File: src/rtl/alu_issue_ctrl.sv
// rtl/alu_issue_ctrl.sv - execute-stage ALU issue, result capture, write-back and flags sequencer
//
// Purpose:
//    Accepts one decoded ALU operation per req_valid/req_ready handshake,
//    latches its operands and drives them to the ALU. It strobes alu_en for
//    two cycles and captures the results and flag vector. It then writes
//    o1 (and o2 for MUL/IMUL/DIV/IDIV) back to the register file and
//    updates the architectural flags register. A divide with a zero divisor
//    is never issued and raises a single-cycle div_fault instead.
//
// Ports:
//    clk, rst_n            clock (rising edge), asynchronous active-low reset
//    req_*                 decoded operation from decode/regfile-read
//    alu_a/b/func/size/en  registered operation and strobe to the ALU
//    alu_o1/o2/flag        ALU results, valid while alu_en is high
//    wb_we/idx/data        register-file write port
//    flags                 architectural flags register
//    busy                  high whenever the sequencer is not idle
//    div_fault             one-cycle pulse on divide-by-zero
//    op_count, fault_count saturating statistics (ALU_ISSUE_STATS_EN only)
//
// Optional feature macro: ALU_ISSUE_STATS_EN

module alu_issue_ctrl #(
   parameter int WB_IDX_W = 3
) (
   input  logic                clk,
   input  logic                rst_n,
   input  logic                req_valid,
   output logic                req_ready,
   input  logic [4:0]          req_func,
   input  logic                req_size,
   input  logic [31:0]         req_a,
   input  logic [31:0]         req_b,
   input  logic [WB_IDX_W-1:0] req_dst1,
   input  logic [WB_IDX_W-1:0] req_dst2,
   output logic [31:0]         alu_a,
   output logic [31:0]         alu_b,
   output logic [4:0]          alu_func,
   output logic                alu_size,
   output logic                alu_en,
   input  logic [15:0]         alu_o1,
   input  logic [15:0]         alu_o2,
   input  logic [15:0]         alu_flag,
   output logic                wb_we,
   output logic [WB_IDX_W-1:0] wb_idx,
   output logic [15:0]         wb_data,
   output logic [15:0]         flags,
   output logic                busy,
   output logic                div_fault
`ifdef ALU_ISSUE_STATS_EN
   ,
   output logic [15:0]         op_count,
   output logic [7:0]          fault_count
`endif
);

   // ALU opcode encoding shared with the ALU
   localparam logic [4:0] ALU_ADD  = 5'd0;
   localparam logic [4:0] ALU_SUB  = 5'd1;
   localparam logic [4:0] ALU_NEG  = 5'd2;
   localparam logic [4:0] ALU_MUL  = 5'd3;
   localparam logic [4:0] ALU_IMUL = 5'd4;
   localparam logic [4:0] ALU_AND  = 5'd5;
   localparam logic [4:0] ALU_OR   = 5'd6;
   localparam logic [4:0] ALU_XOR  = 5'd7;
   localparam logic [4:0] ALU_SHL  = 5'd8;
   localparam logic [4:0] ALU_SHR  = 5'd9;
   localparam logic [4:0] ALU_SAR  = 5'd10;
   localparam logic [4:0] ALU_ROL  = 5'd11;
   localparam logic [4:0] ALU_ROR  = 5'd12;
   localparam logic [4:0] ALU_INC  = 5'd13;
   localparam logic [4:0] ALU_DEC  = 5'd14;
   localparam logic [4:0] ALU_NOT  = 5'd15;
   localparam logic [4:0] ALU_DIV  = 5'd16;
   localparam logic [4:0] ALU_IDIV = 5'd17;

   // Flag bit positions within alu_flag / flags
   localparam int ALUF_CF = 0;
   localparam int ALUF_ZF = 6;
   localparam int ALUF_SF = 7;
   localparam int ALUF_OF = 11;

   localparam logic [15:0] FLAGS_ARITH = (16'd1 << ALUF_CF) | (16'd1 << ALUF_OF) |
                                         (16'd1 << ALUF_ZF) | (16'd1 << ALUF_SF);
   localparam logic [15:0] FLAGS_INCDEC = (16'd1 << ALUF_ZF) | (16'd1 << ALUF_SF);

   typedef enum logic [2:0] {
      S_IDLE  = 3'd0,
      S_ISSUE = 3'd1,
      S_CAPT  = 3'd2,
      S_WB1   = 3'd3,
      S_WB2   = 3'd4,
      S_FAULT = 3'd5
   } state_t;

   state_t                r_state;
   logic                  r_req_ready;
   logic [31:0]           r_alu_a;
   logic [31:0]           r_alu_b;
   logic [4:0]            r_alu_func;
   logic                  r_alu_size;
   logic                  r_alu_en;
   logic [WB_IDX_W-1:0]   r_dst1;
   logic [WB_IDX_W-1:0]   r_dst2;
   logic [15:0]           r_o2;
   logic                  r_wb_we;
   logic [WB_IDX_W-1:0]   r_wb_idx;
   logic [15:0]           r_wb_data;
   logic [15:0]           r_flags;
   logic                  r_busy;
   logic                  r_div_fault;

   logic                  w_div_zero;
   logic                  w_two_result;
   logic [15:0]           w_flag_mask;
   logic [15:0]           w_o1_wb;
   logic [15:0]           w_o2_wb;

   // Divisor is checked on the incoming request so a zero divide never
   // reaches the ALU; only the operand width's low bits matter.
   always_comb begin
      w_div_zero = 1'b0;
      if ((req_func == ALU_DIV) || (req_func == ALU_IDIV)) begin
         w_div_zero = req_size ? (req_a[15:0] == 16'h0000) : (req_a[7:0] == 8'h00);
      end
   end

   always_comb begin
      w_two_result = 1'b0;
      case (r_alu_func)
         ALU_MUL, ALU_IMUL, ALU_DIV, ALU_IDIV: w_two_result = 1'b1;
         default:                              w_two_result = 1'b0;
      endcase
   end

   // Which architectural flag bits the latched op is allowed to overwrite.
   // NOT, DIV, IDIV and unassigned opcodes leave the flags untouched.
   always_comb begin
      w_flag_mask = 16'h0000;
      case (r_alu_func)
         ALU_ADD, ALU_SUB, ALU_NEG, ALU_MUL, ALU_IMUL,
         ALU_AND, ALU_OR, ALU_XOR,
         ALU_SHL, ALU_SHR, ALU_SAR, ALU_ROL, ALU_ROR: w_flag_mask = FLAGS_ARITH;
         ALU_INC, ALU_DEC:                           w_flag_mask = FLAGS_INCDEC;
         default:                                     w_flag_mask = 16'h0000;
      endcase
   end

   // Byte ops write back a zero-extended byte.
   always_comb begin
      w_o1_wb = r_alu_size ? alu_o1 : {8'h00, alu_o1[7:0]};
      w_o2_wb = r_alu_size ? alu_o2 : {8'h00, alu_o2[7:0]};
   end

   always_ff @(posedge clk or negedge rst_n) begin
      if (!rst_n) begin
         r_state     <= S_IDLE;
         r_req_ready <= 1'b1;
         r_alu_a     <= 32'h0;
         r_alu_b     <= 32'h0;
         r_alu_func  <= 5'h0;
         r_alu_size  <= 1'b0;
         r_alu_en    <= 1'b0;
         r_dst1      <= '0;
         r_dst2      <= '0;
         r_o2        <= 16'h0;
         r_wb_we     <= 1'b0;
         r_wb_idx    <= '0;
         r_wb_data   <= 16'h0;
         r_flags     <= 16'h0;
         r_busy      <= 1'b0;
         r_div_fault <= 1'b0;
      end else begin
         r_div_fault <= 1'b0;
         case (r_state)
            S_IDLE: begin
               if (req_valid) begin
                  r_alu_a     <= req_a;
                  r_alu_b     <= req_b;
                  r_alu_func  <= req_func;
                  r_alu_size  <= req_size;
                  r_dst1      <= req_dst1;
                  r_dst2      <= req_dst2;
                  r_req_ready <= 1'b0;
                  r_busy      <= 1'b1;
                  if (w_div_zero) begin
                     r_div_fault <= 1'b1;
                     r_state     <= S_FAULT;
                  end else begin
                     r_alu_en    <= 1'b1;
                     r_state     <= S_ISSUE;
                  end
               end
            end

            // en held through CAPT because ALU outputs are only valid while
            // en is high.
            S_ISSUE: begin
               r_state <= S_CAPT;
            end

            S_CAPT: begin
               r_alu_en  <= 1'b0;
               r_flags   <= (r_flags & ~w_flag_mask) | (alu_flag & w_flag_mask);
               r_o2      <= w_o2_wb;
               r_wb_we   <= 1'b1;
               r_wb_idx  <= r_dst1;
               r_wb_data <= w_o1_wb;
               r_state   <= S_WB1;
            end

            S_WB1: begin
               if (w_two_result) begin
                  r_wb_idx  <= r_dst2;
                  r_wb_data <= r_o2;
                  r_state   <= S_WB2;
               end else begin
                  r_wb_we     <= 1'b0;
                  r_req_ready <= 1'b1;
                  r_busy      <= 1'b0;
                  r_state     <= S_IDLE;
               end
            end

            S_WB2: begin
               r_wb_we     <= 1'b0;
               r_req_ready <= 1'b1;
               r_busy      <= 1'b0;
               r_state     <= S_IDLE;
            end

            S_FAULT: begin
               r_req_ready <= 1'b1;
               r_busy      <= 1'b0;
               r_state     <= S_IDLE;
            end

            default: begin
               r_alu_en    <= 1'b0;
               r_wb_we     <= 1'b0;
               r_req_ready <= 1'b1;
               r_busy      <= 1'b0;
               r_state     <= S_IDLE;
            end
         endcase
      end
   end

   assign req_ready = r_req_ready;
   assign alu_a     = r_alu_a;
   assign alu_b     = r_alu_b;
   assign alu_func  = r_alu_func;
   assign alu_size  = r_alu_size;
   assign alu_en    = r_alu_en;
   assign wb_we     = r_wb_we;
   assign wb_idx    = r_wb_idx;
   assign wb_data   = r_wb_data;
   assign flags     = r_flags;
   assign busy      = r_busy;
   assign div_fault = r_div_fault;

`ifdef ALU_ISSUE_STATS_EN
   logic [15:0] r_op_count;
   logic [7:0]  r_fault_count;

   // An op is counted on its ISSUE->CAPT step, a fault while in FAULT.
   always_ff @(posedge clk or negedge rst_n) begin
      if (!rst_n) begin
         r_op_count    <= 16'h0;
         r_fault_count <= 8'h0;
      end else begin
         if ((r_state == S_ISSUE) && (r_op_count != 16'hFFFF)) begin
            r_op_count <= r_op_count + 16'd1;
         end
         if ((r_state == S_FAULT) && (r_fault_count != 8'hFF)) begin
            r_fault_count <= r_fault_count + 8'd1;
         end
      end
   end

   assign op_count    = r_op_count;
   assign fault_count = r_fault_count;
`endif

endmodule

File: config.mk
export PLATFORM = sky130hd
export DESIGN_NAME = alu_issue_ctrl
export DESIGN_NICKNAME = d
export VERILOG_FILES = /design/src/rtl/alu_issue_ctrl.sv
export SDC_FILE = /design/constraint.sdc
export NUM_CORES = 1
export LEC_CHECK = 0
export CORE_MARGIN = 2
export CORE_UTILIZATION = 25
export CTS_CLUSTER_DIAMETER = 60
export DETAILED_ROUTE_END_ITERATION = 10
export HOLD_SLACK_MARGIN = 0.12
export REMOVE_ABC_BUFFERS = 1
export SYNTH_ARGS = -nofsm -noshare
export SYNTH_HDL_FRONTEND = slang
export SYNTH_SLANG_ARGS = --single-unit
File: constraint.sdc
create_clock -name clk -period 3.08 [get_ports clk]
set_clock_uncertainty 0.2 [all_clocks]
set_input_delay 0.616 -clock clk [delete_from_list [all_inputs] [get_ports clk]]
set_output_delay 0.616 -clock clk [all_outputs]
set_load 0.02 [all_outputs]
==> metrics.md <==
| Metric | Value |
|---|---|
| Core box area | 20300 sq um |
| First-pass GRT wire length | 22.0 mm |
| IO Port Bufs | 212 |
| Total of max-cap violations | 0 |
| Cell count after synthesis | 396 |
| Clk slew on worst S/H paths | 60 ps |
| Vias in the first global route | 4236 |
| Peak VDD IR | 0.464 mV |
| Arrival time worst endpoint | 1590 ps |
| Root Driver | clkbuf_16 |
| Status | finished clean |
| Fin. Hold Viols | 0 |
| Seq/Total Area, Yosys | 59.4% |
| Sequential group share of total power | 31.9% |
| Psw | 0.00329 W |
| Yosys warnings | 0 |
| Worst-Skew Late Latency | 410 ps |
| HPWL Detailed | 9.53 mm |
| Buffer levels on the longest clock path | 2 |
| Gr usage total | 12.9% |
| Pwr/cell area | 1130 nW/um^2 |
| WL/cell | 15.3 um |
| Worst Setup Path Type | reg2out |
| Cts bufs inserted | 17 |
| Final Setup Violations | 0 |
| Util after Layout | 40.0% |
| Min-Delay Path Class | in2async |
| Vias per cell | 4.23 |
| Combinational power share | 46.5% |
| Commonest non-fill, non-tap cells in the layout | 211 x clkdlybuf4s50_1, 122 x dfrtp_1, 96 x mux2_2 |
| Initial antenna violation count | 0 |
| Commonest non-fill, non-tap cell in the layout | clkdlybuf4s50_1 |
| # diodes | 0 |
| Post-synth EDFFs | 0 |
| Crit path largest cell delay | 630 ps |
| CP max-delay cell | clkdlybuf4s50_1 |
| Total wire length | 13.7 mm |
| Clock sinks | 123 |
| CP Capture Type | primary output |
| Post-place setup slack | 568 ps |
| Startpoint Class | flip-flop |
| DRC | 0 |
| Reg2reg start | alu_func[1] |
| Worst path bufs/invs | 1 |
| Worst slew pin tran | 700 ps |
| Unrepaired setup endpoints after global routing | false |
| Clk pwr share | 21.7% |
| Final Cycle Share | 78.2% |
| DR pass1 iterations | 4 |
| CTS H-tree depth | 4 |
| Final Critical Period | 2410 ps |
| Die ar. | 21900 sq um |
| Site Rows | 52 |
| ANT nets after route | 0 |
| Vias | 3788 |
| Area Growth Syn to Fin | 56.8% |
| Max-slew violations | 0 |
| Layout cells sized above 1 | 24.0% |
| Post-synthesis cell type count | 34 |
| I/O pins | 237 |
| Post-CTS resize count | 0 |
| DIE WIDTH | 148 um |
| CP startpoint | req_ready |
| Ys flop type | dfrtp_1 |
| Die Span Y | 148 um |
| Lkg Pwr | 3.41 nW |
| Worst path required time | 2260 ps |
| GRT overflow | 0 |
| Flops & latches, synth | 123 |
| Switching Fraction | 35.7% |
| Largest net degree at the start of global routing | 124 |
| FFs w/ async S/R, synth | 100% |
| Slew headroom | 53.2% |
| Iter 0 DRT Violations | 62 |
| CTS Hold Bufs | 0 |
| Setup bufs post-CTS | 0 |
| Crit path cell chain | clkdlybuf4s50_1 |
| Worst setup margin | 670 ps |
| Nets@finish | 739 |
| Setup tns final | 0 ps |
| Max Freq | 415 MHz |
| Crit Path Max Fanout | 4 |
| Final GP Congestion | 0.749 |
| Synthesized area | 5180 sq um |
| Top Family by Delay on Critical Path | buffers and inverters |
| Initial Util | 25.5% |
| CTS tree | built |
| Internal power | 0.00591 W |
| Synth Area per Inst | 13.1 sq um |
Yosys cell counts (5+ instances only):
cell type  count  area share, %
clkbuf_1       5           0.36
nand3_1        8           0.77
buf_4         16            2.3
mux2_4        10            2.9
mux2_2        96             21
dfrtp_1      122             59
o21ai_0       13            1.3
buf_2          9           0.87
nand2_1       70            5.1
nor2_1         7           0.51
a21oi_1        7           0.68
kinds of logic after synthesis:
logic type                count (synthesis)  share of synthesized area (%)
DFF                                     123                           59.4
muxes                                   106                           23.8
and+or+nand+nor                         104                           9.13
buffers and inverters                    36                           4.44
AOI/OAI and AO/OA                        25                           3.02
xor gates and xnor gates                  1                          0.169
other                                     1                         0.0724
power by group through the flow:
stage	clock [W]	sequential (W)	combinational (W)
2_1_floorplan	0	0.00368	0.00159
3_5_place_dp	0	0.00295	0.00434
4_1_cts	0.00206	0.00294	0.00435
3_3_place_gp	0	0.00291	0.00427
5_1_grt	0.00213	0.00305	0.00458
6_report	0.00199	0.00293	0.00427
registers in the layout, summed over array words and instances (netlist names), 3 cells and up, named ones only:
signal and cells:
alu_a 32, alu_b 32, alu_func 5, r_dst1 3, r_dst2 3, r_o2 16
r_state 3, wb_data 16, wb_idx 3
metal layers:
layer / share of wire [%] / global-route usage (%) / up-vias
met1: 41 / 14.4 / 1850
met5: 0 / 0 / -
met2: 49 / 21.7 / 158
met3: 9.5 / 6.39 / 14
met4: 1.2 / 4.24 / 0
li1: - / - / 1766
metrics by stage:
| stage | instance area (sq um) | instances | total power (W) | hold slack, ps |
|---|---|---|---|---|
| 6_report | 8130 | 895 | 0.00920 | 94.5 |
| 3_5_place_dp | 7540 | 863 | 0.00729 | 274 |
| 2_1_floorplan | 5010 | 375 | 0.00527 | 120 |
| 5_1_grt | 8130 | 895 | 0.00976 | 151 |
| 4_1_cts | 8130 | 895 | 0.00936 | 126 |
| 3_3_place_gp | 7540 | 863 | 0.00718 | 264 |
cell type report:
class / instances / area [sq um]
clock buffer: 17 / 425
fill: 1919 / 12200
inverter: 4 / 15.0
clock inverter: 15 / 165
sequential: 123 / 3080
timing repair buffer: 218 / 2190
multi-input combinational: 248 / 1920
tap: 270 / 338
worst reg2reg max path, delay by kind of cell, from the launching register on:
kind / cells / cell delay (ps)
AOI/OAI and AO/OA: 1 / 210
DFF: 1 / 440
muxes: 1 / 400
and+or+nand+nor: 2 / 870
final timing paths:
path,end,slack (ps),cells past startpoint
max reg2reg,wb_data[0],850,4
min,wb_data[10],90,2
max,req_ready,670,1
max in group asynchronous,alu_a[22],2070,2
min in group clk,r_o2[15],280,2
min reg2reg,r_o2[15],280,2
Power figures use the tool's default switching activity.
